[src/rtl/ps2_rx_frame_pkg.sv]
// ============================================================================
// Module : ps2_rx_frame_pkg
// Brief  : Shared frame geometry, default timing and FSM state encoding for
//          the PS/2 device-to-host receiver.
// Rev    : 1.0  initial release
// ============================================================================
`default_nettype none

package ps2_rx_frame_pkg;

  localparam int FRAME_BITS      = 11;
  localparam int DATA_BITS       = 8;
  localparam int DEF_FILTER_LEN  = 8;
  localparam int DEF_TIMEOUT_CYC = 5000;

  typedef enum logic [1:0] {
    ST_IDLE = 2'd0,
    ST_DPS  = 2'd1,
    ST_LOAD = 2'd2
  } state_t;

  // Odd parity holds when data plus parity bit carry an odd number of ones.
  function automatic logic odd_parity_ok(input logic [DATA_BITS:0] bits);
    return ^bits;
  endfunction

endpackage

`default_nettype wire

[src/rtl/ps2_rx_frame_if.sv]
// ============================================================================
// Module : ps2_rx_frame_if
// Brief  : PS/2 line inputs, receive enable and received-byte outputs.
// Rev    : 1.0  initial release
// ============================================================================
`default_nettype none

interface ps2_rx_frame_if;
  import ps2_rx_frame_pkg::*;

  logic                 ps2c;
  logic                 ps2d;
  logic                 rx_en;
  logic                 rx_done_tick;
  logic                 rx_err;
  logic [DATA_BITS-1:0] dout;

  modport master (
    output ps2c, ps2d, rx_en,
    input  rx_done_tick, rx_err, dout
  );

  modport slave (
    input  ps2c, ps2d, rx_en,
    output rx_done_tick, rx_err, dout
  );

endinterface

`default_nettype wire

[src/rtl/ps2_rx_frame_clk_filter.sv]
// ============================================================================
// Module : ps2_clk_filter
// Brief  : Synchronises ps2c/ps2d, debounces ps2c and flags its falling edge.
// Rev    : 1.0  initial release
// ============================================================================
`default_nettype none

module ps2_clk_filter #(
  parameter int FILTER_LEN = 8
) (
  input  logic clk,
  input  logic reset,
  input  logic i_ps2c,
  input  logic i_ps2d,
  output logic o_fall_edge,
  output logic o_ps2d_sync
);

  logic [1:0]            r_c_sync;
  logic [1:0]            r_d_sync;
  logic [FILTER_LEN-1:0] r_filter;
  logic                  r_f_ps2c;
  logic                  r_f_ps2c_prev;

  // Idle PS/2 lines are high, so every stage resets to 1 to avoid a false edge.
  always_ff @(posedge clk) begin
    if (reset) begin
      r_c_sync      <= 2'b11;
      r_d_sync      <= 2'b11;
      r_filter      <= '1;
      r_f_ps2c      <= 1'b1;
      r_f_ps2c_prev <= 1'b1;
    end else begin
      r_c_sync      <= {r_c_sync[0], i_ps2c};
      r_d_sync      <= {r_d_sync[0], i_ps2d};
      r_filter      <= {r_c_sync[1], r_filter[FILTER_LEN-1:1]};
      if (&r_filter) begin
        r_f_ps2c <= 1'b1;
      end else if (~|r_filter) begin
        r_f_ps2c <= 1'b0;
      end
      r_f_ps2c_prev <= r_f_ps2c;
    end
  end

  assign o_fall_edge = r_f_ps2c_prev & ~r_f_ps2c;
  assign o_ps2d_sync = r_d_sync[1];

endmodule

`default_nettype wire

[src/rtl/ps2_rx_frame.sv]
// ============================================================================
// Module : ps2_rx_frame
// Brief  : PS/2 11-bit frame receiver with stop-bit and timeout error flags.
//          Define PS2_PARITY_CHECK_EN to also reject frames with bad parity.
// Rev    : 1.0  initial release
// ============================================================================
`default_nettype none

module ps2_rx_frame
  import ps2_rx_frame_pkg::*;
#(
  parameter int FILTER_LEN  = DEF_FILTER_LEN,
  parameter int TIMEOUT_CYC = DEF_TIMEOUT_CYC
) (
  input  logic           clk,
  input  logic           reset,
  ps2_rx_frame_if.slave  bus
);

  localparam int                c_TO_W    = $clog2(TIMEOUT_CYC);
  localparam logic [c_TO_W-1:0] c_TO_LAST = c_TO_W'(TIMEOUT_CYC - 1);

  logic w_fall;
  logic w_ps2d;

  ps2_clk_filter #(
    .FILTER_LEN (FILTER_LEN)
  ) u_filter (
    .clk         (clk),
    .reset       (reset),
    .i_ps2c      (bus.ps2c),
    .i_ps2d      (bus.ps2d),
    .o_fall_edge (w_fall),
    .o_ps2d_sync (w_ps2d)
  );

  state_t                r_state, w_state_nx;
  logic [3:0]            r_n,     w_n_nx;
  logic [FRAME_BITS-1:0] r_b,     w_b_nx;
  logic [c_TO_W-1:0]     r_to,    w_to_nx;
  logic [DATA_BITS-1:0]  r_dout,  w_dout_nx;
  logic                  w_tick;
  logic                  w_err;
  logic                  w_frame_ok;

`ifdef PS2_PARITY_CHECK_EN
  assign w_frame_ok = ~r_b[0] & r_b[10] & odd_parity_ok(r_b[9:1]);
`else
  assign w_frame_ok = ~r_b[0] & r_b[10];
  logic w_unused_par;
  assign w_unused_par = r_b[9];
`endif

  always_ff @(posedge clk) begin
    if (reset) begin
      r_state <= ST_IDLE;
      r_n     <= '0;
      r_b     <= '0;
      r_to    <= '0;
      r_dout  <= '0;
    end else begin
      r_state <= w_state_nx;
      r_n     <= w_n_nx;
      r_b     <= w_b_nx;
      r_to    <= w_to_nx;
      r_dout  <= w_dout_nx;
    end
  end

  always_comb begin
    w_state_nx = r_state;
    w_n_nx     = r_n;
    w_b_nx     = r_b;
    w_to_nx    = r_to;
    w_dout_nx  = r_dout;
    w_tick     = 1'b0;
    w_err      = 1'b0;
    case (r_state)
      ST_IDLE: begin
        w_to_nx = '0;
        if (w_fall && bus.rx_en && !w_ps2d) begin
          w_b_nx     = {w_ps2d, r_b[FRAME_BITS-1:1]};
          w_n_nx     = 4'd9;
          w_state_nx = ST_DPS;
        end
      end
      ST_DPS: begin
        // A real edge always wins over a timeout landing in the same cycle.
        if (w_fall) begin
          w_b_nx  = {w_ps2d, r_b[FRAME_BITS-1:1]};
          w_to_nx = '0;
          if (r_n == 4'd0) begin
            w_state_nx = ST_LOAD;
          end else begin
            w_n_nx = r_n - 4'd1;
          end
        end else if (r_to == c_TO_LAST) begin
          w_err      = 1'b1;
          w_to_nx    = '0;
          w_state_nx = ST_IDLE;
        end else begin
          w_to_nx = r_to + 1'b1;
        end
      end
      ST_LOAD: begin
        w_state_nx = ST_IDLE;
        if (w_frame_ok) begin
          w_tick    = 1'b1;
          w_dout_nx = r_b[DATA_BITS:1];
        end else begin
          w_err = 1'b1;
        end
      end
      default: w_state_nx = ST_IDLE;
    endcase
  end

  // New byte is presented during the tick itself, then held in r_dout.
  assign bus.dout         = w_tick ? r_b[DATA_BITS:1] : r_dout;
  assign bus.rx_done_tick = w_tick;
  assign bus.rx_err       = w_err;

endmodule

`default_nettype wire

[src/flat_wrapper.sv]
// flat-port wrapper written by rule: the top's interface ports become plain ports
module ps2_rx_frame_flat import ps2_rx_frame_pkg::*;
#(
  parameter int FILTER_LEN  = DEF_FILTER_LEN,
  parameter int TIMEOUT_CYC = DEF_TIMEOUT_CYC
)
  (clk, reset, bus_ps2c, bus_ps2d, bus_rx_en, bus_rx_done_tick, bus_rx_err, bus_dout);
  ps2_rx_frame_if bus_i ();
  input  logic clk;
  input  logic reset;
  input wire logic [$bits(bus_i.ps2c)-1:0] bus_ps2c;
  input wire logic [$bits(bus_i.ps2d)-1:0] bus_ps2d;
  input wire logic [$bits(bus_i.rx_en)-1:0] bus_rx_en;
  output wire logic [$bits(bus_i.rx_done_tick)-1:0] bus_rx_done_tick;
  output wire logic [$bits(bus_i.rx_err)-1:0] bus_rx_err;
  output wire logic [$bits(bus_i.dout)-1:0] bus_dout;
  assign bus_i.ps2c = bus_ps2c;
  assign bus_i.ps2d = bus_ps2d;
  assign bus_i.rx_en = bus_rx_en;
  assign bus_rx_done_tick = bus_i.rx_done_tick;
  assign bus_rx_err = bus_i.rx_err;
  assign bus_dout = bus_i.dout;
  ps2_rx_frame #(.FILTER_LEN(FILTER_LEN), .TIMEOUT_CYC(TIMEOUT_CYC)) u_core (.clk(clk), .reset(reset), .bus(bus_i));
endmodule
[config.mk]
export PLATFORM = sky130hd
export DESIGN_NAME = ps2_rx_frame_flat
export DESIGN_NICKNAME = d
export VERILOG_FILES = /design/src/rtl/ps2_rx_frame_pkg.sv /design/src/rtl/ps2_rx_frame_if.sv /design/src/rtl/ps2_rx_frame_clk_filter.sv /design/src/rtl/ps2_rx_frame.sv /design/src/flat_wrapper.sv
export SDC_FILE = /design/constraint.sdc
export NUM_CORES = 1
export LEC_CHECK = 0
export CORE_AREA = 3 3 65 67
export CTS_CLUSTER_SIZE = 20
export DETAILED_ROUTE_END_ITERATION = 10
export DIE_AREA = 0 0 68 70
export GPL_ROUTABILITY_DRIVEN = 0
export HOLD_SLACK_MARGIN = 0.02
export PLACE_DENSITY_LB_ADDON = 0.12
export SKIP_CTS_REPAIR_TIMING = 1
export SYNTH_ARGS = -nofsm -noshare
export SYNTH_HDL_FRONTEND = slang
export SYNTH_SLANG_ARGS = --single-unit
[constraint.sdc]
create_clock -name clk -period 2.5 [get_ports clk]
set_input_delay 0.5 -clock clk [delete_from_list [all_inputs] [get_ports clk]]
set_output_delay 0.5 -clock clk [all_outputs]
set_load 0.1 [all_outputs]
[Yosys cells after proc, flatten, opt, wreduce, memory -nomap -nowiden]
Cells that the tools add are included.
Cells by class
  bitwise gates (word level): 4
  $mul: 0
  multiplexer cells: 22
  $add $sub $neg: 2
  reduce and logical (&&, ||, !) cells: 13
  equality and inequality tests: 8
  shift operators: 0
  $lt $le $gt $ge: 0
  divide/modulo/power cells: 0
Operators by type and width (number)
  $mux W13: 2
  $pmux W13 S2: 1
  $mux W11: 2
  $pmux W11 S2: 1
  $add A13 B1 Y13 const B: 1
  $eq A13 B13 Y1 const B: 1
  $mux W4: 3
  $mux W2: 4
  $mux W8: 1
  $pmux W4 S2: 1
  $reduce_and A8 Y1: 1
  $reduce_or A8 Y1: 1
  $reduce_and A3 Y1: 2
  $mux W1: 5
  $logic_not A4 Y1: 1
  $ne A2 B1 Y1 const B: 2
  $pmux W2 S2: 1
  $reduce_and A4 Y1: 1
  $sub A4 B1 Y4 const B: 1
  $ne A3 B1 Y1 const B: 1
  $ne A3 B3 Y1 const B: 1
  $and A1 B1 Y1: 2
  $eq A2 B1 Y1 const B: 1
  $eq A2 B2 Y1 const B: 1
  other kinds (9): 11
Word-level totals
  bits of input ports: 5
  bits in writable memories: 0
  memories kept: 0
  word-level logic and storage cells: 59
  output and inout port bits: 10
  memory bits (read-only): 0
  flip-flop bits (word level): 52
  bits in latches: 0

[Logic depth before layout (Yosys ltp)]
  word-level depth: 6
  mapped depth: 7
  gate-level depth less buffers: 6

[By module]
Synthesis repeated with hierarchy kept, for this count alone.
Unflattened totals
  cell total of the unflattened synthesis: 227
  area total of the unflattened synthesis: 2285.9 µm²
By module, submodules not included
  ps2_rx_frame: times used 1, cells each 191, seq. area each 760.7 µm², area an instance 1860.5 µm²
  ps2_clk_filter: times used 1, cells each 36, seq. area each 280.3 µm², area an instance 425.4 µm²

[Worst setup path after synthesis]
Ideal clock, no wire load.
  path type: reg2out
  start: register u_core.r_state[1]
  end: output bus_rx_err
  arrival time: 3.259 ns
  cell stages (with the launch flop): 7
  path slack: -1.259 ns
  cell sequence: dfxtp_1 > inv_1 > ha_1 > buf_2 > and2_1 > nand4_1 > a21boi_0
Between the ends
  word-level cells in the longest chain between the ends: 2
  elaborated cells between the ends (all ways): 3
Ends and longest elaborated chain
  from (decl): line ps2_rx_frame.sv:37  | state_t r_state, w_state_nx;
  from (signal assigned): line ps2_rx_frame.sv:62  | r_state <= w_state_nx;
  $eq A2 B2 Y1 or $eq A2 B1 Y1 (tied branches): line ps2_rx_frame.sv:78  | case (r_state)
  $pmux W1 S2 (*): line ps2_rx_frame.sv:78
  to (decl): line flat_wrapper.sv:15  | output wire logic [$bits(bus_i.rx_err)-1:0] bus_rx_err;
Mark *: on every way between the ends. The rest lies on a longest branch, timed or not.

[Final worst setup path]
  start: register u_core.r_state[0]
  end: output bus_dout[5]
Between the ends
  word-level cells in the longest chain between the ends: 3
Ends and longest elaborated chain
  $eq A2 B2 Y1: line ps2_rx_frame.sv:78
  $mux W1: line ps2_rx_frame.sv:78
  $mux W8: line ps2_rx_frame.sv:119  | assign bus.dout = w_tick ? r_b[DATA_BITS:1] : r_dout;
  to (decl): line flat_wrapper.sv:16  | output wire logic [$bits(bus_i.dout)-1:0] bus_dout;
No other way between the ends.

==> results.yml <==
cts:
  tritoncts.num_buffers: 5
  cts_max_level: 2
  cts_root_buffer: "clkbuf_8"
  clkSlewWorstSetupHoldPaths_ns: 0.09
  clkLatencyLatePin_ns: 0.31
  cts_buffer_depth: 2
  cts.sinks: 52
  tritoncts: "built"
flow_run:
  max-cap-violations: 0
timing:
  timing.slew.headroom_pct: 40.1
  postLayoutSetupSlackWorst_ns: 0.138
  hold_viol_final: 0
  grt_setup_unrepaired: "no"
  post-route-period-util_pct: 94.5
  final-setup-viol-count: 0
  totalNegativeSetupSlack_ns: 0
  period_minus_slack_ns: 2.36
  fin_skew_ns: 0.00361
  maxClockFrequency_mhz: 423
  worst_slew_pin_slew_ns: 0.898
  maxSlewViolCount: 0
cells_and_area:
  layout_commonest_cell: "dfxtp_1"
  num_antenna_cells: 0
  final_design_area_no_fill_sq_um: 2690
  synthesis_to_finish_area_growth_pct: 17.5
  final_cell_mix: "52 x dfxtp_1, 16 x a21oi_1, 15 x o21ai_0, 15 x nand3_1, 14 x nor3_1"
  finish.cell_count_without_fillers: 299
  ratio_of_cells_with_drive_above_1_in_the_final_layout_pct: 22.3
  finish.net_count: 262
setup_path:
  worst_endpoint_required_time_ns: 2.00
  path_class: "register to primary output"
  arrival_ns: 1.86
  r2r_cells: 6
  worst_setup_path_start_kind: "register"
  rr_startpoint: "u_core.r_state[1]$_SDFFE_PP0P_"
  critical_path.endpoint_type: "primary output"
  regToRegEndpoint: "u_core.r_b[7]$_SDFFE_PP0P_"
  r2r_slack_ns: 0.35
  path_max_fanout: 9
floorplanning:
  core-area_sq_um: 3690
  dieHeight_microns: 70
  floorplan.die_area_sq_um: 4760
  ios: 15
  initial_core_util_pct: 62.1
  die_span_in_x_microns: 68
  num_rows: 22
route:
  detail_route.vias_per_cell: 5.83
  dr_total_vias: 1742
  drc: 0
  avgRoutedWirePerCell_microns: 14.2
  first_pass_iters: 6
  detail_route.iter0.violations: 159
  antenna_violating_nets_post_route: 0
  detail_route.wirelength_microns: 4250
global_routing:
  number_of_antenna_violations_at_the_first_check_in_global_routing: 0
  globalRouteTotalUtil_pct: 19.9
  first_global_vias: 1615
  global_route_wire_length_before_repair_microns: 7310
  overflow: 0
  grt_max_degree: 29
placed_design:
  place_ws_ns: 0.300
  dpl.hpwl_microns: 2850
  placed_area_sq_um: 2570
  placed_cells: 290
  place.port_buffers: 14
synth:
  mappedNetlistNets: 249
  sequential_area_share_after_synthesis_pct: 45.5
  postSynthRegisterBits: 52
  synth-main-ff-cell: "dfxtp_1"
  synth_edf_count: 0
  synth.lib_cells_used.distinct: 48
  synthCells: 237
  syn-cell-area_sq_um: 2290
  postSynth.asyncResetShare_pct: 0
  syn_avg_cell_area_sq_um: 9.66
  ys_warn_count: 0
hold_path:
  worst_hold_path_type: "register to register"
  whs_endpoint: "u_core.u_filter.r_filter[7]$_SDFF_PP1_"
  holdCritStartpoint: "u_core.u_filter.r_c_sync[1]$_SDFF_PP1_"
  holdPathStages: 1
power_and_ir_drop:
  cell_leakage_power_nw: 0.937
  powerDensity_nw_per_um2: 846
  worst_ir_drop_vdd_mv: 0.545
status:
  outcome: "completed"
[stage by stage]
stage	util [%]	total power, mW	hold slack (ns)
final	73.0	2.28	0.415
after global routing	73.0	2.43	0.428
after CTS	72.1	2.25	0.417
after detailed placement	69.6	1.77	0.395
after global placement	69.6	1.76	0.392
after floorplan	-	1.61	0.389
[routing by layer]
layer	GRT usage [%]	share of wire [%]	up-vias
met4	8.17	1.7	0
met2	29.9	46	49
met5	0	0	-
met1	26.1	47	814
li1	-	-	871
met3	6.11	5.3	8
[cell families after synthesis]
group / Yosys count / share of synthesized area, %
flops: 52 / 45.5
mux: 10 / 4.81
buf+inv: 19 / 3.33
compound gates: 49 / 13.8
fa+ha+maj: 7 / 3.82
xor+xnor: 12 / 4.59
simple gates: 88 / 24.2
[power breakdown]
part           switching [mW]  total (mW)  leakage, nW  internal [mW]
registers              0.0432       0.925        0.421          0.881
clock network           0.284       0.482       0.0404          0.198
logic                   0.603       0.871        0.476          0.268
total                   0.930        2.28        0.937           1.35
[cell type report]
type	count	area, sq um
Fill cell	266	997
Clock buffer	5	68.8
Tap cell	48	60.1
Timing Repair Buffer	18	283
Clock inverter	3	23.8
Multi-Input combinational cell	166	1190
Inverter	7	26.3
Sequential cell	52	1040
[state kept, by name (all words and copies together) (netlist names)]
register	cells
u_core.r_to	13
u_core.r_b	11
u_core.r_dout	8
u_core.u_filter.r_filter	8
u_core.r_n	4
u_core.r_state	2
u_core.u_filter.r_c_sync	2
u_core.u_filter.r_d_sync	2
u_core.u_filter.r_f_ps2c	1
u_core.u_filter.r_f_ps2c_prev	1
[worst max-delay path: stages (launching register included)]
cell	delay, ns
dfxtp_1	0.40
inv_1	0.10
ha_1	0.21
nand3b_1	0.14
buf_12	0.14
mux2_2	0.37
buf_12	0.17
[Yosys cell counts, drive strengths merged, types with 6 or more instances]
master / n / share of area (%)
ha: 7 / 3.8
inv: 7 / 1.1
or2: 13 / 3.6
mux2: 8 / 3.9
nor2: 6 / 1.1
nor2b: 8 / 2.2
a21oi: 17 / 3.9
clkbuf: 8 / 1.3
dfxtp: 52 / 45
nand3: 16 / 3.7
xor2: 7 / 2.7
nor3: 15 / 3.5
o21ai: 15 / 3.3
[worst max-delay path by stage]
stage,from,endpoint,slack [ns],cells past startpoint
after floorplan,u_core.r_state[1]$_SDFFE_PP0P_,bus_rx_err,0.05,6
after global placement,bus_rx_en,u_core.r_state[1]$_SDFFE_PP0P_,0.33,5
after detailed placement,u_core.r_state[1]$_SDFFE_PP0P_,bus_rx_err,0.30,6
after CTS,u_core.r_state[1]$_SDFFE_PP0P_,bus_rx_err,-0.07,6
after global routing,u_core.r_state[1]$_SDFFE_PP0P_,bus_rx_err,0.03,6
final,u_core.r_state[0]$_SDFFE_PP0P_,bus_dout[5],0.14,6
No activity file was read; power rests on OpenSTA's default activity.
